===== src/rtl/rd_deserializer.sv =====
// Two-channel RD serial receiver: 13-bit frames (12 data MSB-first + odd parity) -> 24-bit word writes.
// Latency: WR_EN/WR_ADDR/WR_DATA valid the cycle after the parity bit is sampled.
// Backpressure: none; the sink must accept one write every 13 cycles. Optional RD_PARITY_CHECK_EN enables parity counting.
module rd_deserializer #(
    parameter int NWORDS = 2048
) (
    input  logic        CLK,
    input  logic        RST,
    input  logic        ENABLE,
    input  logic        XFR_IN,
    input  logic        SERIAL_IN0,
    input  logic        SERIAL_IN1,
    output logic        WR_EN,
    output logic [10:0] WR_ADDR,
    output logic [23:0] WR_DATA,
    output logic [11:0] PERR_CNT0,
    output logic [11:0] PERR_CNT1,
    output logic        SHORT_ERR,
    output logic        BUSY,
    output logic        DONE
);

    typedef enum logic [1:0] {S_IDLE, S_RECV, S_DONE} state_t;

    state_t      state;
    state_t      state_nxt;
    logic [3:0]  bit_cnt;
    logic [10:0] word_idx;
    logic [11:0] sh0;
    logic [11:0] sh1;

    // Decoded per-cycle actions from the controller
    logic        start;      // IDLE->RECV, first data bit sampled on this edge
    logic        take_bit;   // shift one data bit into both channels
    logic        frame_end;  // parity bit sampled, write issued next cycle
    logic        set_short;  // transfer ended early
    logic        last_word;

    assign last_word = (word_idx == 11'(NWORDS - 1));
    assign BUSY      = (state == S_RECV);
    assign DONE      = (state == S_DONE);

    // State register
    always_ff @(posedge CLK) begin
        if (RST) state <= S_IDLE;
        else     state <= state_nxt;
    end

    // Next-state and action decode; ENABLE low always wins, XFR_IN low ends the transfer
    always_comb begin
        state_nxt = state;
        start     = 1'b0;
        take_bit  = 1'b0;
        frame_end = 1'b0;
        set_short = 1'b0;
        case (state)
            S_IDLE: begin
                if (ENABLE && XFR_IN) begin
                    state_nxt = S_RECV;
                    start     = 1'b1;
                    take_bit  = 1'b1;
                end
            end
            S_RECV: begin
                if (!ENABLE) begin
                    state_nxt = S_IDLE;
                end else if (bit_cnt == 4'd12) begin
                    // A parity bit arriving with XFR_IN falling still completes its word
                    frame_end = 1'b1;
                    if (last_word) begin
                        state_nxt = S_DONE;
                    end else if (!XFR_IN) begin
                        state_nxt = S_DONE;
                        set_short = 1'b1;
                    end
                end else if (!XFR_IN) begin
                    state_nxt = S_DONE;
                    set_short = 1'b1;
                end else begin
                    take_bit = 1'b1;
                end
            end
            S_DONE: begin
                if (!ENABLE) state_nxt = S_IDLE;
            end
            default: state_nxt = S_IDLE;
        endcase
    end

    // Bit/word counters, shift registers, write port and short-transfer flag
    always_ff @(posedge CLK) begin
        if (RST) begin
            bit_cnt   <= 4'd0;
            word_idx  <= 11'd0;
            sh0       <= 12'd0;
            sh1       <= 12'd0;
            WR_EN     <= 1'b0;
            WR_ADDR   <= 11'd0;
            WR_DATA   <= 24'd0;
            SHORT_ERR <= 1'b0;
        end else begin
            WR_EN <= frame_end;
            if (take_bit) begin
                sh0     <= {sh0[10:0], SERIAL_IN0};
                sh1     <= {sh1[10:0], SERIAL_IN1};
                bit_cnt <= start ? 4'd1 : bit_cnt + 4'd1;
            end
            if (start) begin
                word_idx  <= 11'd0;
                SHORT_ERR <= 1'b0;
            end
            if (frame_end) begin
                WR_ADDR  <= word_idx;
                WR_DATA  <= {sh1, sh0};
                word_idx <= word_idx + 11'd1;
                bit_cnt  <= 4'd0;
            end
            if (set_short) SHORT_ERR <= 1'b1;
        end
    end

`ifdef RD_PARITY_CHECK_EN
    logic par_err0;
    logic par_err1;

    // Odd parity: data bits plus parity bit must XOR to 1
    assign par_err0 = ~(^{sh0, SERIAL_IN0});
    assign par_err1 = ~(^{sh1, SERIAL_IN1});

    // Saturating parity-error counters, cleared at the start of each transfer
    always_ff @(posedge CLK) begin
        if (RST || start) begin
            PERR_CNT0 <= 12'd0;
            PERR_CNT1 <= 12'd0;
        end else if (frame_end) begin
            if (par_err0 && PERR_CNT0 != 12'hFFF) PERR_CNT0 <= PERR_CNT0 + 12'd1;
            if (par_err1 && PERR_CNT1 != 12'hFFF) PERR_CNT1 <= PERR_CNT1 + 12'd1;
        end
    end
`else
    // Parity bit is still consumed as the 13th frame bit but never checked
    assign PERR_CNT0 = 12'd0;
    assign PERR_CNT1 = 12'd0;
`endif

endmodule


===== config.mk =====
export PLATFORM = sky130hd
export DESIGN_NAME = rd_deserializer
export DESIGN_NICKNAME = d
export VERILOG_FILES = /design/src/rtl/rd_deserializer.sv
export SDC_FILE = /design/constraint.sdc
export NUM_CORES = 1
export LEC_CHECK = 0
export CAP_MARGIN = 20
export CORE_MARGIN = 2
export CORE_UTILIZATION = 41
export DETAILED_ROUTE_END_ITERATION = 10
export HOLD_SLACK_MARGIN = 0.02
export PLACE_DENSITY_LB_ADDON = 0.2
export SYNTH_ARGS = -nofsm -noshare
export SYNTH_HDL_FRONTEND = slang
export SYNTH_SLANG_ARGS = --single-unit

===== constraint.sdc =====
create_clock -name CLK -period 4.2 [get_ports CLK]
set_clock_uncertainty 0.1 [all_clocks]
set_input_delay 0.63 -clock CLK [delete_from_list [all_inputs] [get_ports CLK]]
set_output_delay 0.63 -clock CLK [all_outputs]
set_load 0.02 [all_outputs]

==> run summary <==
Max stage delay cell, worst path = clkdlybuf4s50_1
CP top delay family = buffers and inverters
Crit path max fanout = 9
Xor and xnor area share after synthesis = 0.5464%
Fmax = 407.9 MHz
Leak pwr = 1.282 nW
Drt wl/cell = 11.89 um
Critical Path Max Stage Delay = 620 ps
IO Port Bufs = 44
First-pass GRT wire length = 10630 um
Critical Path AT = 1720 ps
Mux cell area share after synthesis = 1.015%
Remaining antenna violation count = 0
Compound-cell area share of the yosys netlist = 14.52%
# diodes = 0
Hpwl dp = 4187 um
CTS Buf Count = 9
Vias = 2608
Critical Path Start Type = register
Final setup viols = 0
Synth warn = 0
Longest Clk Path Bufs = 2
Final hold vios = 0
Critical path endpoint category = output port
Switching share of power = 22.27%
Clock power frac = 39.3%
Netlist cell types = 47
Setup CP Type = reg2out
Core Util, Final = 49.44%
Avg Cell Area, Syn = 8.177 um^2
Post-synth top area share = 48.71%
Final worst-path cycle share = 58.36%
RSZ-0062 raised after global routing = no
Slew @ Worst Pin = 1024 ps
Num Clock Sinks = 78
Synth top area cells = dfxtp_1 49%, nand2_1 14%, a21oi_1 9.5%
Ports = 69
GR Util All Layers = 15.32%
Worst slew margin = 31.71%
Die X = 92.42 um
Most frequent cells in the layout = 123 x nand2_1, 78 x dfxtp_1, 61 x a21oi_1
Die area = 8541 um^2
Area of the core = 7647 um^2
Clock root buffer = clkbuf_8
Commonest non-fill, non-tap cell in the layout = nand2_1
Synth Flop Type = dfxtp_1
R2r setup slk = 1880 ps
Simple-gate share of the synthesized area = 24.00%
Combinational share of power = 4.8%
Pwr dens = 352.3 nW/um^2
Layout Nets = 438
Setup_tns = 0 ps
Gate Count Post-Synth = 392
Async SR Flop Fraction = 0%
DRC viols = 0
Psw = 0.0002966 W
Number of setup buffers added after CTS = 0
Largest net degree at the start of global routing = 59
Crit-path cells = and2b_1 -> clkdlybuf4s50_1
Area leader, netlist = dfxtp_1
Adder-cell share of the synthesized area = 1.171%
Peak supply drop = 0.1936 mV
Post-CTS Hold Fix Bufs = 0
GP Congestion = 0.7954
EDFF count, synth = 0
Register share of total power = 55.9%
Critical path required time = 3470 ps
Layout cells sized above 1 = 6.729%
Initial antenna violation count = 0
Cell Area, Synth = 3206 um^2
CTS tree = done
Max-capacitance violation count = 0
Slew Limit Fails = 0
Largest family of logic cells by synthesized area = simple AND/OR/NAND/NOR gates
CTS clock-pin slew for the worst setup and hold paths = 70 ps
Vias/cell = 4.893
Outcome = finished clean
Hold Crit Class = reg2reg
DRT Pass-1 Iters = 4
Core Rows = 32
Clock Latency Late Sink = 330 ps
CP bufs+invs = 1
Synth Register Bits = 78
# resized after CTS = 0
CTS HTree Levels = 3
Int Pwr = 0.001035 W
Final wirelength = 6340 um
Starting DRT DRC Count = 157
Overflow after GRT = 0
Fin crit period = 2451 ps
Sequential fraction of the synthesis area = 48.71%
Filler Cells Inserted = 775
Area grow syn2layout = 17.95%
Die Span Y = 92.42 um
Vias in the first global route = 2362
Starting Density = 41.92%
-- area by class of cell --
class                           count  area [um^2]  area share [%]
Multi-Input combinational cell    283         1413           37.36
Inverter                            8        30.03          0.7942
Sequential cell                    78         1562           41.30
Clock inverter                      2        35.03          0.9265
Timing Repair Buffer               49        473.0           12.51
Clock buffer                       11        141.4           3.739
Tap cell                          102        127.6           3.375
-- worst paths after layout --
kind,from,end,cells past startpoint
hold reg to reg,WR_DATA[21]$_SDFFE_PP0P_,WR_DATA[21]$_SDFFE_PP0P_,2
hold / removal,WR_DATA[21]$_SDFFE_PP0P_,WR_DATA[21]$_SDFFE_PP0P_,2
setup reg to reg,bit_cnt[0]$_SDFFE_PP0P_,word_idx[0]$_SDFFE_PP0P_,7
setup / recovery,state[0]$_SDFFE_PP0P_,BUSY,2
-- worst reg2reg max path: cells and delay by family, from the launching register on --
family	cells	cell delay, ps
flops	1	390
mux	1	310
buf+inv	2	480
fa+ha+maj	1	230
simple gates	3	710
-- metrics by stage --
stage / hold WS (ps) / instance area (um^2) / setup slack, ps / instances / total power (W)
floorplan: 332.1 / 3292 / 2499 / 415 / 0.0008286
finish: 353.6 / 3781 / 1749 / 533 / 0.001332
CTS: 357.1 / 3781 / 1728 / 533 / 0.001350
global route: 374.5 / 3781 / 1668 / 533 / 0.001382
global placement: 339.7 / 3605 / 1605 / 520 / 0.0008257
detailed placement: 345.7 / 3605 / 1531 / 520 / 0.0008262
-- kinds of logic (layout without fill, tap and decap cells) --
kind of cell / Yosys count / in the layout
compound gates: 81 / 81
xor+xnor: 2 / 2
fa+ha+maj: 3 / 3
buf+inv: 54 / 70
flops: 78 / 78
mux: 3 / 3
other cells: 1 / 24
simple gates: 170 / 170
-- routing by layer --
| layer | share of wire, % | track usage, % |
|---|---|---|
| met5 | 0 | 0 |
| met4 | 1.4 | 7.338 |
| met3 | 4.4 | 2.685 |
| met2 | 46 | 24.33 |
| met1 | 48 | 20.22 |
-- power groups by stage --
stage	logic, W	clock network (W)	registers (W)
finish	0.0000643	0.000523	0.000745
global route	0.0000705	0.000566	0.000745
CTS	0.0000646	0.000541	0.000745
detailed placement	0.0000643	0	0.000762
global placement	0.0000638	0	0.000762
floorplan	0.0000678	0	0.000761
-- cell usage after synthesis, types with 2 or more instances --
cell type,instances
buf_2,8
nand4_1,2
xnor2_1,2
nor4_2,2
nand3_1,7
nand2_1,123
nor2_1,11
nor2b_1,2
ha_1,3
a21oi_1,61
nor3_1,10
a32o_1,2
clkbuf_1,9
o21ai_0,2
dfxtp_1,78
a311oi_1,2
nor3b_1,2
buf_4,28
o21ai_1,2
o21a_1,2
inv_1,8
-- registers in the layout, summed over array words and instances, names as in the netlist --
name and cells:
WR_EN 1, state 2, WR_DATA 24, WR_ADDR 11, sh0 12, sh1 12
SHORT_ERR 1, bit_cnt 4, word_idx 11
Note: power is estimated with default switching activity, not from simulation.
